==> src/rtl/led_panel.sv <==
// Memory-mapped 8-bit LED port: a 4-byte register window on the CPU bus
// offering direct write, bit-set, bit-clear and bit-toggle, with combinational readback.
module led_panel #(
    parameter logic [15:0] BASE_ADDR = 16'hF200,
    parameter logic [7:0]  RESET_VAL = 8'h00
) (
    input  logic        clock,
    input  logic        reset,
    input  logic [15:0] address,
    input  logic        write_en,
    input  logic [7:0]  data_in,
    output logic [7:0]  data_out,
    output logic        read_hit,
    output logic [7:0]  leds
);

    // The initializer covers the interval before the first reset edge.
    logic [7:0] led_r = RESET_VAL;
    logic [7:0] led_next_s;
    logic       hit_s;

    assign hit_s = (address[15:2] == BASE_ADDR[15:2]);

    // Value the register takes on a write hit, selected by the window offset.
    always_comb begin
        led_next_s = led_r;
        case (address[1:0])
            2'd0:    led_next_s = data_in;
            2'd1:    led_next_s = led_r | data_in;
            2'd2:    led_next_s = led_r & ~data_in;
            2'd3:    led_next_s = led_r ^ data_in;
            default: led_next_s = led_r;
        endcase
    end

    // LED pattern register; reset wins over a same-edge write.
    always_ff @(posedge clock) begin
        if (reset) begin
            led_r <= RESET_VAL;
        end else if (write_en && hit_s) begin
            led_r <= led_next_s;
        end else begin
            led_r <= led_r;
        end
    end

    // Readback depends only on the address; write_en plays no part.
    always_comb begin
        data_out = 8'h00;
        read_hit = 1'b0;
        if (hit_s) begin
            data_out = led_r;
            read_hit = 1'b1;
        end else begin
            data_out = 8'h00;
            read_hit = 1'b0;
        end
    end

    assign leds = led_r;

endmodule

==> config.mk <==
export PLATFORM = sky130hd
export DESIGN_NAME = led_panel
export DESIGN_NICKNAME = d
export VERILOG_FILES = /design/src/rtl/led_panel.sv
export SDC_FILE = /design/constraint.sdc
export NUM_CORES = 1
export LEC_CHECK = 0
export BUFFER_PORTS_ARGS = -buffer_cell sky130_fd_sc_hd__buf_4
export CAP_MARGIN = 20
export CORE_MARGIN = 1
export CORE_UTILIZATION = 35
export DETAILED_ROUTE_END_ITERATION = 16
export PLACE_DENSITY = 0.63
export SETUP_SLACK_MARGIN = 0.4
export SYNTH_ARGS = -nofsm -noshare
export SYNTH_HDL_FRONTEND = slang
export SYNTH_SLANG_ARGS = --single-unit
==> constraint.sdc <==
create_clock -name clock -period 1.6 [get_ports clock]
set_clock_uncertainty 0.15 [all_clocks]
set_input_delay 0.16 -clock clock [delete_from_list [all_inputs] [get_ports clock]]
set_output_delay 0.16 -clock clock [all_outputs]
set_load 0.05 [all_outputs]
==> impl_metrics.ini <==
[sta]
timing.final.ws_setup_ns = 0.0317
finalHoldViolations = 0
rsz0062_at_grt = true
max_slew_margin = 0.847
post-route-period-util = 0.980
setup_viol = 0
drv_slew = 0
worst_pin_slew_ns = 0.228
layout_min_cycle_time_ns = 1.57
max_freq_mhz = 638

[finish]
largest_register_ffs = 8
antennaDiodeCount = 0
final_core_util = 0.711
drive_above_1_share = 0.763
final_cells = 190
fillCellCount = 191
area_growth_pct = 93.3
fin_nets = 205

[floorplanning]
num_rows = 18
die_w_um = 53.0
fp.coreArea_um2 = 2480
die_area_um2 = 2810
start_util = 0.368
io-pin-count = 44
fp.dieH_um = 53.0

[min_path]
holdCritStartpoint = write_en
hp-class = input port to register

[clock_tree]
cts_tree = yes
cts_sinks = 8
htree_levels = 1
clock_path_buffers = 2
clk_pin_slew_ns = 0.06
numCtsBuffers = 3
cts_root_buf = clkbuf_4
clk_latency_ns = 0.25

[synth]
seq_area_frac_synth = 0.176
synth_cell_types = 22
syn_area_um2 = 911
synth_seq_cells = 8
syn_nets = 144
yosys_warnings = 0
syn_inst = 101
syn_avg_cell_area_um2 = 9.02

[route]
dr_total_vias = 917
first_pass_iters = 4
antenna_left = 0
wl_um = 2490
wl_per_cell_um = 13.1
drc = 0
drt_iter0_markers = 12
vias_per_cell = 4.83

[worst_setup_path]
cp_max_fo = 6
startpoint = address[11]
startpoint_type = input port
worstSetupEndpointType = output port
critPathRequiredTime_ns = 1.29
worstPathCellList = buf_4, nor4b_4, and4b_1, buf_6, and2_4, buf_8
regToRegStartpoint = leds[4]$_SDFFE_PP0P_
cp.arrival_ns = 1.26
path_class = input port to output port
crit_path_max_incr_delay_ns = 0.29
slowest_stage = and4b_1

[grt]
grt-ovfl-total = 0
antenna_found_initial = 0
grt_start_max_net_pins = 9
grt_pass1_wl_um = 3510
grt_pass1_vias = 805
grt_usage = 0.175

[run_status]
status = finished, final reports clean

[pwr]
power.density_nw_per_um2 = 283
leakage_uw = 0.000782
fin_total_pwr_uw = 499
vdd_drop_max_mv = 0.240

[place]
dp_cells = 174
place_hpwl_um = 1840
gp_congestion = 0.660
dp_worst_setup_slack_ns = -0.0193
port_buffers = 43

[job]
maxCapViolations = 0
## layer usage
layer,share of wire,up-vias,global-route usage
li1,-,454,-
met1,0.41,427,0.215
met2,0.52,34,0.308
met3,0.063,2,0.0287
met4,0.0068,0,0.0526
met5,0,-,0
## placed cells by master, fill, tap and decap left out, drive strengths merged
master,count
a21oi,8
and2,8
and4b,1
buf,61
clkbuf,3
dfxtp,8
dlygate4sd3,1
ha,16
inv,24
mux4,8
nand2,8
nand3,8
nand4,1
nand4b,1
nor2,1
nor3b,1
nor4,1
nor4b,1
## power by group
| part | switching (uW) | internal, uW |
|---|---|---|
| clock | 67.3 | 85.8 |
| combinational | 67.0 | 93.3 |
| sequential | 0.00618 | 186 |
## area by class of cell
| cell class | count | area [um2] | share of cell area |
|---|---|---|---|
| flip-flops and latches | 8 | 190 | 0.108 |
| repair buffers | 62 | 603 | 0.343 |
| inverters | 24 | 95.1 | 0.0540 |
| clock buffers | 3 | 22.5 | 0.0128 |
| well taps | 30 | 37.5 | 0.0213 |
| multi-input cells | 63 | 812 | 0.461 |
## worst max-delay path: cells and delay by family
family / cells / cell delay [ns]
and+or+nand+nor: 3 / 0.71
buffers and inverters: 3 / 0.40
## cells in the mapped netlist
library cell / instances / share of area
buf_4: 1 / 0.0082
and2_1: 8 / 0.055
dfxtp_1: 8 / 0.18
a21oi_1: 7 / 0.038
nand3_2: 1 / 0.011
nor4_2: 1 / 0.014
nor2_1: 1 / 0.0041
nand3_1: 7 / 0.038
nand2_1: 8 / 0.033
buf_2: 2 / 0.011
buf_6: 1 / 0.012
and4b_1: 1 / 0.011
nand4_1: 1 / 0.0069
nand4b_1: 1 / 0.0096
buf_8: 1 / 0.016
a21oi_2: 1 / 0.0096
ha_1: 16 / 0.22
buf_1: 1 / 0.0041
nor4b_2: 1 / 0.016
nor3b_1: 1 / 0.0082
mux4_2: 8 / 0.20
inv_1: 24 / 0.099
## cell families after synthesis
family / after synthesis / synth area share
AOI/OAI and AO/OA: 8 / 0.0481
adders and majority gates: 16 / 0.220
buffers and inverters: 30 / 0.151
DFF: 8 / 0.176
muxes: 8 / 0.198
and+or+nand+nor: 31 / 0.207
## path summary, 6_finish.rpt
path	endpoint	slack, ns	depth (start not counted)
max	data_out[1]	0.03	6
min	leds[6]$_SDFFE_PP0P_	0.22	4
max reg2reg	leds[4]$_SDFFE_PP0P_	0.12	5
min reg2reg	leds[1]$_SDFFE_PP0P_	0.37	2
## stage by stage
stage / instance area (um2) / hold WS (ns) / setup TNS [ns]
after global placement: 1470 / 0.234 / -0.0163
after floorplan: 1120 / 0.301 / 0
final: 1760 / 0.218 / 0
after detailed placement: 1470 / 0.236 / -0.121
after CTS: 1660 / 0.213 / 0
after global routing: 1760 / 0.221 / -0.116
## what timing repair did
action / in CTS / in global routing
pin swaps: 11 / 4
endpoints found under the hold margin: 8 / 0
hold buffers: 1 / 0
setup endpoints to repair: 17 / 21
buffers inserted: 10 / 2
gates resized for setup: 22 / 23
No activity file was read; power rests on OpenSTA's default activity.
